[src/rtl/mult_div.sv]
// Iterative 32x32 signed multiply / divide unit. Operates on operand magnitudes
// for 32 cycles and applies the result signs on the completing edge.
module mult_div (
  input  logic        Clock,
  input  logic        Reset,
  input  logic        MultStart,
  input  logic        DivStart,
  input  logic [31:0] A,
  input  logic [31:0] B,
  output logic [31:0] Hi,
  output logic [31:0] Lo,
  output logic        Busy,
  output logic        Done,
  output logic        DivZero,
  output logic [1:0]  fsm_state
);

  // Handshake: a start is taken only while Busy=0 (IDLE); Done pulses for one
  // cycle with Hi/Lo already valid, and DivZero is meaningful only alongside it.
  localparam logic [1:0] IDLE = 2'd0;
  localparam logic [1:0] MULT = 2'd1;
  localparam logic [1:0] DIV  = 2'd2;
  localparam logic [1:0] DONE = 2'd3;

  logic [1:0]  state;
  logic [5:0]  count;
  logic [63:0] work;
  logic [63:0] work_next;
  logic [63:0] result;
  logic [63:0] shifted;
  logic [32:0] sum;
  logic [32:0] diff;
  logic [31:0] opr;
  logic [31:0] a_mag;
  logic [31:0] b_mag;
  logic        neg_q;
  logic        neg_r;
  logic        dz;

  assign a_mag = A[31] ? -A : A;
  assign b_mag = B[31] ? -B : B;

  // Multiply: shift-add with carry into the upper word. Divide: restoring
  // division, remainder in the upper word and quotient bits shifted into the lower.
  always_comb begin
    sum       = {1'b0, work[63:32]} + (work[0] ? {1'b0, opr} : 33'd0);
    shifted   = {work[62:0], 1'b0};
    diff      = {1'b0, shifted[63:32]} - {1'b0, opr};
    work_next = work;
    if (state == MULT) begin
      work_next = {sum, work[31:1]};
    end else if (state == DIV) begin
      work_next = diff[32] ? shifted : {diff[31:0], shifted[31:1], 1'b1};
    end
    result = work_next;
    if (state == MULT) begin
      if (neg_q) result = -work_next;
    end else begin
      if (neg_q) result[31:0]  = -work_next[31:0];
      if (neg_r) result[63:32] = -work_next[63:32];
    end
  end

  always_ff @(posedge Clock) begin
    if (Reset) begin
      state <= IDLE;
      count <= 6'd0;
      work  <= 64'd0;
      opr   <= 32'd0;
      neg_q <= 1'b0;
      neg_r <= 1'b0;
      dz    <= 1'b0;
      Hi    <= 32'd0;
      Lo    <= 32'd0;
    end else begin
      case (state)
        IDLE: begin
          dz <= 1'b0;
          if (MultStart) begin
            work  <= {32'd0, b_mag};
            opr   <= a_mag;
            neg_q <= A[31] ^ B[31];
            neg_r <= A[31];
            count <= 6'd0;
            state <= MULT;
          end else if (DivStart) begin
            if (B == 32'd0) begin
              dz    <= 1'b1;
              state <= DONE;
            end else begin
              work  <= {32'd0, a_mag};
              opr   <= b_mag;
              neg_q <= A[31] ^ B[31];
              neg_r <= A[31];
              count <= 6'd0;
              state <= DIV;
            end
          end
        end
        MULT, DIV: begin
          work  <= work_next;
          count <= count + 6'd1;
          if (count == 6'd31) begin
            Hi    <= result[63:32];
            Lo    <= result[31:0];
            state <= DONE;
          end
        end
        DONE: begin
          dz    <= 1'b0;
          state <= IDLE;
        end
        default: state <= IDLE;
      endcase
    end
  end

  assign Busy      = (state != IDLE);
  assign Done      = (state == DONE);
  assign DivZero   = (state == DONE) && dz;
  assign fsm_state = state;

endmodule

[config.mk]
export PLATFORM = sky130hd
export DESIGN_NAME = mult_div
export DESIGN_NICKNAME = d
export VERILOG_FILES = /design/src/rtl/mult_div.sv
export SDC_FILE = /design/constraint.sdc
export NUM_CORES = 1
export LEC_CHECK = 0
export CORE_ASPECT_RATIO = 0.75
export CORE_UTILIZATION = 65
export CTS_CLUSTER_DIAMETER = 150
export DETAILED_ROUTE_END_ITERATION = 10
export HOLD_SLACK_MARGIN = 0.15
export PLACE_DENSITY = 0.87
export RECOVER_POWER = 25
export SYNTH_ARGS = -nofsm -noshare
export SYNTH_HDL_FRONTEND = slang
export SYNTH_SLANG_ARGS = --single-unit
export TNS_END_PERCENT = 5
[constraint.sdc]
create_clock -name Clock -period 7.6 [get_ports Clock]
set_input_delay 1.52 -clock Clock [delete_from_list [all_inputs] [get_ports Clock]]
set_output_delay 1.52 -clock Clock [all_outputs]
set_load 0.005 [all_outputs]
# == Word-level counts from Yosys, hierarchy flattened ==
# Cells that the tools add are included.
# op_classes
shifts,0
add_sub_neg,8
n_eq_ne,8
reduce_logical,12
n_mul,0
mux,36
div,0
bitwise,1
n_lt_le_gt_ge,0
# op_table
operator,n
64-bit 2-to-1 mux,8
32-bit 2-to-1 mux,8
32-bit negator,4
64-bit case mux with 2 select lines,1
64-bit negator,1
32-bit by 32-bit adder with 33-bit output,1
32-bit by 32-bit subtractor with 33-bit output,1
32-bit logical NOT,1
6-bit 2-to-1 mux,3
6-bit case mux with 2 select lines,1
1-bit 2-to-1 mux,10
2-bit nonzero test,4
"6-bit by 1-bit adder with 6-bit output, second input constant",1
"6-bit by 5-bit equality test with 1-bit output, second input constant",1
2-bit 2-to-1 mux,3
"3-bit inequality test, second input constant",2
2-bit case mux with 3 select lines,1
3-bit AND reduction,2
"2-bit equality test, second input constant",2
"2-bit inequality test, second input constant",2
2-bit AND reduction,2
"2-bit by 1-bit equality test with 1-bit output, second input constant",1
2-bit logical NOT,1
1-bit case mux with 2 select lines,1
other kinds (3),3
# word_totals
latch_bits,0
ramBits,0
output_inout_bits,69
mem_count,0
romBits,0
register_bits,171
input_bits,68

# == Logic depth before layout (Yosys ltp) ==
# logic_depth
ltp_word,7
ltp_mapped,23

# == Worst setup path after synthesis ==
# No wires, ideal clock.
# synth_timing
kind,in2reg
startpoint,in B[7]
endpoint,reg work[31]
setup_time_ns,0.128
cell_stages,14
slack_ns,2.387
t_arrival_ns,5.085
cell_sequence,or4_4 or3_4 or3_1 or3_4 or4_4 or3b_4 and2_4 o21a_1 buf_6 a21oi_4 buf_6 nor3_1 a221oi_1 nor2_1
# synth_between
elab_chain_len,4
word_cells_on_any_way,7
# synth_lines
item,line,rtl
start: declaration,9,"input logic [31:0] B,"
32-bit negator,41,assign b_mag = B[31] ? -B : B;
32-bit 2-to-1 mux,41,
64-bit 2-to-1 mux,79,if (MultStart) begin
64-bit case mux with 2 select lines,76,case (state)
end signal: assignment,80,"work <= {32'd0, b_mag};"
end signal: assignment,91,"work <= {32'd0, a_mag};"
end signal: assignment,101,work <= work_next;
end: declaration,27,logic [63:0] work;
# Parallel ways exist; a longest one is shown, timed or not.
# A chain may end at the register's enable or synchronous reset.

# == Worst setup path in the final report ==
# layout_timing
startpoint,in B[1]
endpoint,reg work[7]
# Same word-level chain as after synthesis.

==> metrics <==
vias in the first global route=14500; net count after synthesis=2357; placement-stage cell area=17000 um^2; Reg clk slew, reported paths=0.08 ns; crit-path max FO=31; MaxCap Viol Count=0; RSZ-0062 raised after global routing=false; I/O pin count=137; CTS resizes=0; final hold viol count=0; Tot GR Track Use=41.5%; Comb power frac=61.9%; Mean Syn Cell Area=7.08 um^2; maximum number of pins on one net before global-route repair=119; residual DRC count=0; GRT overflow=0; Sink Count=171; post-synth top area share=21.8%; CTS tree=yes; cell mode on critical path=or3_4; f_max=155 MHz; Routed WL=53000 um; Power, Total=5490 uW; Port Buffers=136; largest stage delay on the critical path=0.82 ns; die area=24800 um^2; Final ANT Viol Nets=0; internal power=2620 uW; Switching Fraction=52.3%; top_reg_cell synth=dfxtp_1; initial antenna violation count=1; final hold slack=0.450 ns; CTS root buf=clkbuf_16; P&R area growth vs syn=12.1%; FF+latch count, synth=171; CP Capture Type=flop; Syn. warnings=0; CTS Hold Buffers Added=0; gp weighted congestion=1.12; LEAKAGE=0.00680 uW; initial core utilization=67.1%; layout cell share with drive strength beyond 1=4.16%; DP Wirelength=40300 um; routed vias=17400; Critical Path Source Type=primary input; Worst Skew=0.0167 ns; Hold Path Class=flop to flop; top cells by count, synth=279 x nand2_1, 224 x nor2_1, 208 x a21oi_1, 171 x dfxtp_1, 140 x o21ai_0; CP Class=primary input to flop; First DRT Iteration DRCs=2502; vias per cell=6.80; Synth cell types=85; drt wl/cell=20.7 um; final instance area=17600 um^2; drt pass-1 iters=7; Die Span Y=137 um; sequential cell area fraction in the yosys report=21.8%; switching power=2870 uW; n_diodes=0; synthesized area=15700 um^2; fill count=1792; Core Area=23400 um^2; Worst Max-Slew Pin Slew=1.15 ns; CP arrival=6.76 ns; period utilisation layout=85.0%; first-pass GRT wire length=80100 um; die width=181 um; H-Tree Depth=4; std cell rows=48; final net count=2390; Slew Limit Fails=0; Post-synth EDFFs=0; Buf/Inv on CP=3; post-CTS setup buffer count=0; share of power burned in registers=22.4%; Synth area leaders=dfxtp_1 22%, nand2_1 6.7%, a21oi_1 6.6%; outcome=finished, final reports clean; Final min period=6.46 ns; Max Buffers Root-to-Sink=2; Slew HR=23.5%; Cell Chain, Critical Path=clkdlybuf4s50_1 -> inv_1 -> ha_1 -> nand4b_1 -> or3_4 -> or3_1 -> or3_4 -> or4_4 -> or3b_4 -> and2_4 -> o21a_1 -> a21oi_4 -> buf_4 -> a211oi_1 -> a21oi_1 -> nor2_1; Worst VDD drop=0.210 mV; CP delay by family, top=simple AND/OR/NAND/NOR gates; most common cell in the netlist=nand2_1; CP Data Required Time=7.90 ns; final setup TNS=0 ns; Mapped Cells=2214; Crit-path slowest cell=a21oi_4; Post-synth ARST share=0%; number of buffers created by CTS=17; Clk pwr share=15.7%; Pwr Density=313 nW/um^2; worst skew pair latency=0.45 ns; leading area contributor after synthesis=dfxtp_1; Final Setup Violations=0
[cell type report]
cell class / count / area [um^2] / area share [%]
Inverter: 69 / 259 / 1.47
Clock inverter: 15 / 143 / 0.811
Timing Repair Buffer: 160 / 1540 / 8.74
Clock buffer: 17 / 425 / 2.42
Sequential cell: 171 / 3420 / 19.5
Tap cell: 300 / 375 / 2.14
Multi-Input combinational cell: 1828 / 11400 / 64.9
[tightest hold or removal path, delay by kind of cell, from the launching register on]
family / cells / cell delay (ns)
and+or+nand+nor: 1 / 0.05
DFF: 1 / 0.31
AOI/OAI and AO/OA: 1 / 0.05
[cells in the final DEF, fill, tap and decap left out, drive strengths merged, types with 26 or more instances in the layout]
cell type,count
nand2,279
nor2,224
a21oi,209
dfxtp,171
o21ai,146
xnor2,94
inv,79
a211oi,77
clkdlybuf4s50,74
ha,73
xor2,67
nand3,63
dlygate4sd3,60
mux2i,52
and2,50
nor3,44
a31oi,35
o31ai,35
or3,34
o211ai,32
nand4,27
buf,26
[power by group through the flow]
stage / registers [uW] / logic, uW / clock network (uW)
after CTS: 1210 / 3250 / 858
after floorplan: 1140 / 2420 / 0
final: 1230 / 3400 / 862
after global placement: 1220 / 3140 / 0
after global routing: 1240 / 3630 / 899
after detailed placement: 1230 / 3220 / 0
[cells by family after synthesis]
logic type / Yosys count / synth area share, %
XOR/XNOR: 161 / 8.99
flip-flops: 171 / 21.8
AO/OA/AOI/OAI: 682 / 27.7
buffers and inverters: 215 / 5.59
AND/OR/NAND/NOR: 851 / 26.0
adder cells (fa/ha/maj): 75 / 6.08
multiplexers: 59 / 3.82
[state kept, by name, indices dropped and copies added (netlist names)]
name	flops
work	64
Hi	32
count	6
opr	32
dz	1
fsm_state	2
neg_r	1
Lo	32
neg_q	1
[per-stage QoR]
stage | util [%] | cells | setup WS, ns
6_report | 75.2 | 2560 | 1.14
5_1_grt | 75.2 | 2560 | 0.990
4_1_cts | 75.2 | 2560 | 1.26
3_5_place_dp | 72.8 | 2528 | 0.817
3_3_place_gp | 72.8 | 2528 | 0.946
2_1_floorplan | - | 2214 | 2.39
[routing by layer]
layer	global-route usage, %	vias up	part of all wire (%)
met5	0	-	0
met4	10.8	0	2.3
met3	16.4	116	17
met2	56.0	1234	39
met1	59.9	7979	42
li1	-	8079	-
[final timing paths]
kind | start | endpoint | slack, ns | cells past startpoint
worst min register to register | Hi[26]$_SDFFE_PP0P_ | Hi[26]$_SDFFE_PP0P_ | 0.45 | 2
worst min-delay path | Hi[26]$_SDFFE_PP0P_ | Hi[26]$_SDFFE_PP0P_ | 0.45 | 2
worst max-delay path | B[1] | work[7]$_SDFFE_PP0P_ | 1.14 | 16
worst max register to register | opr[27]$_SDFFE_PP0P_ | Hi[30]$_SDFFE_PP0P_ | 1.83 | 16
(Power assumes the default switching activity.)
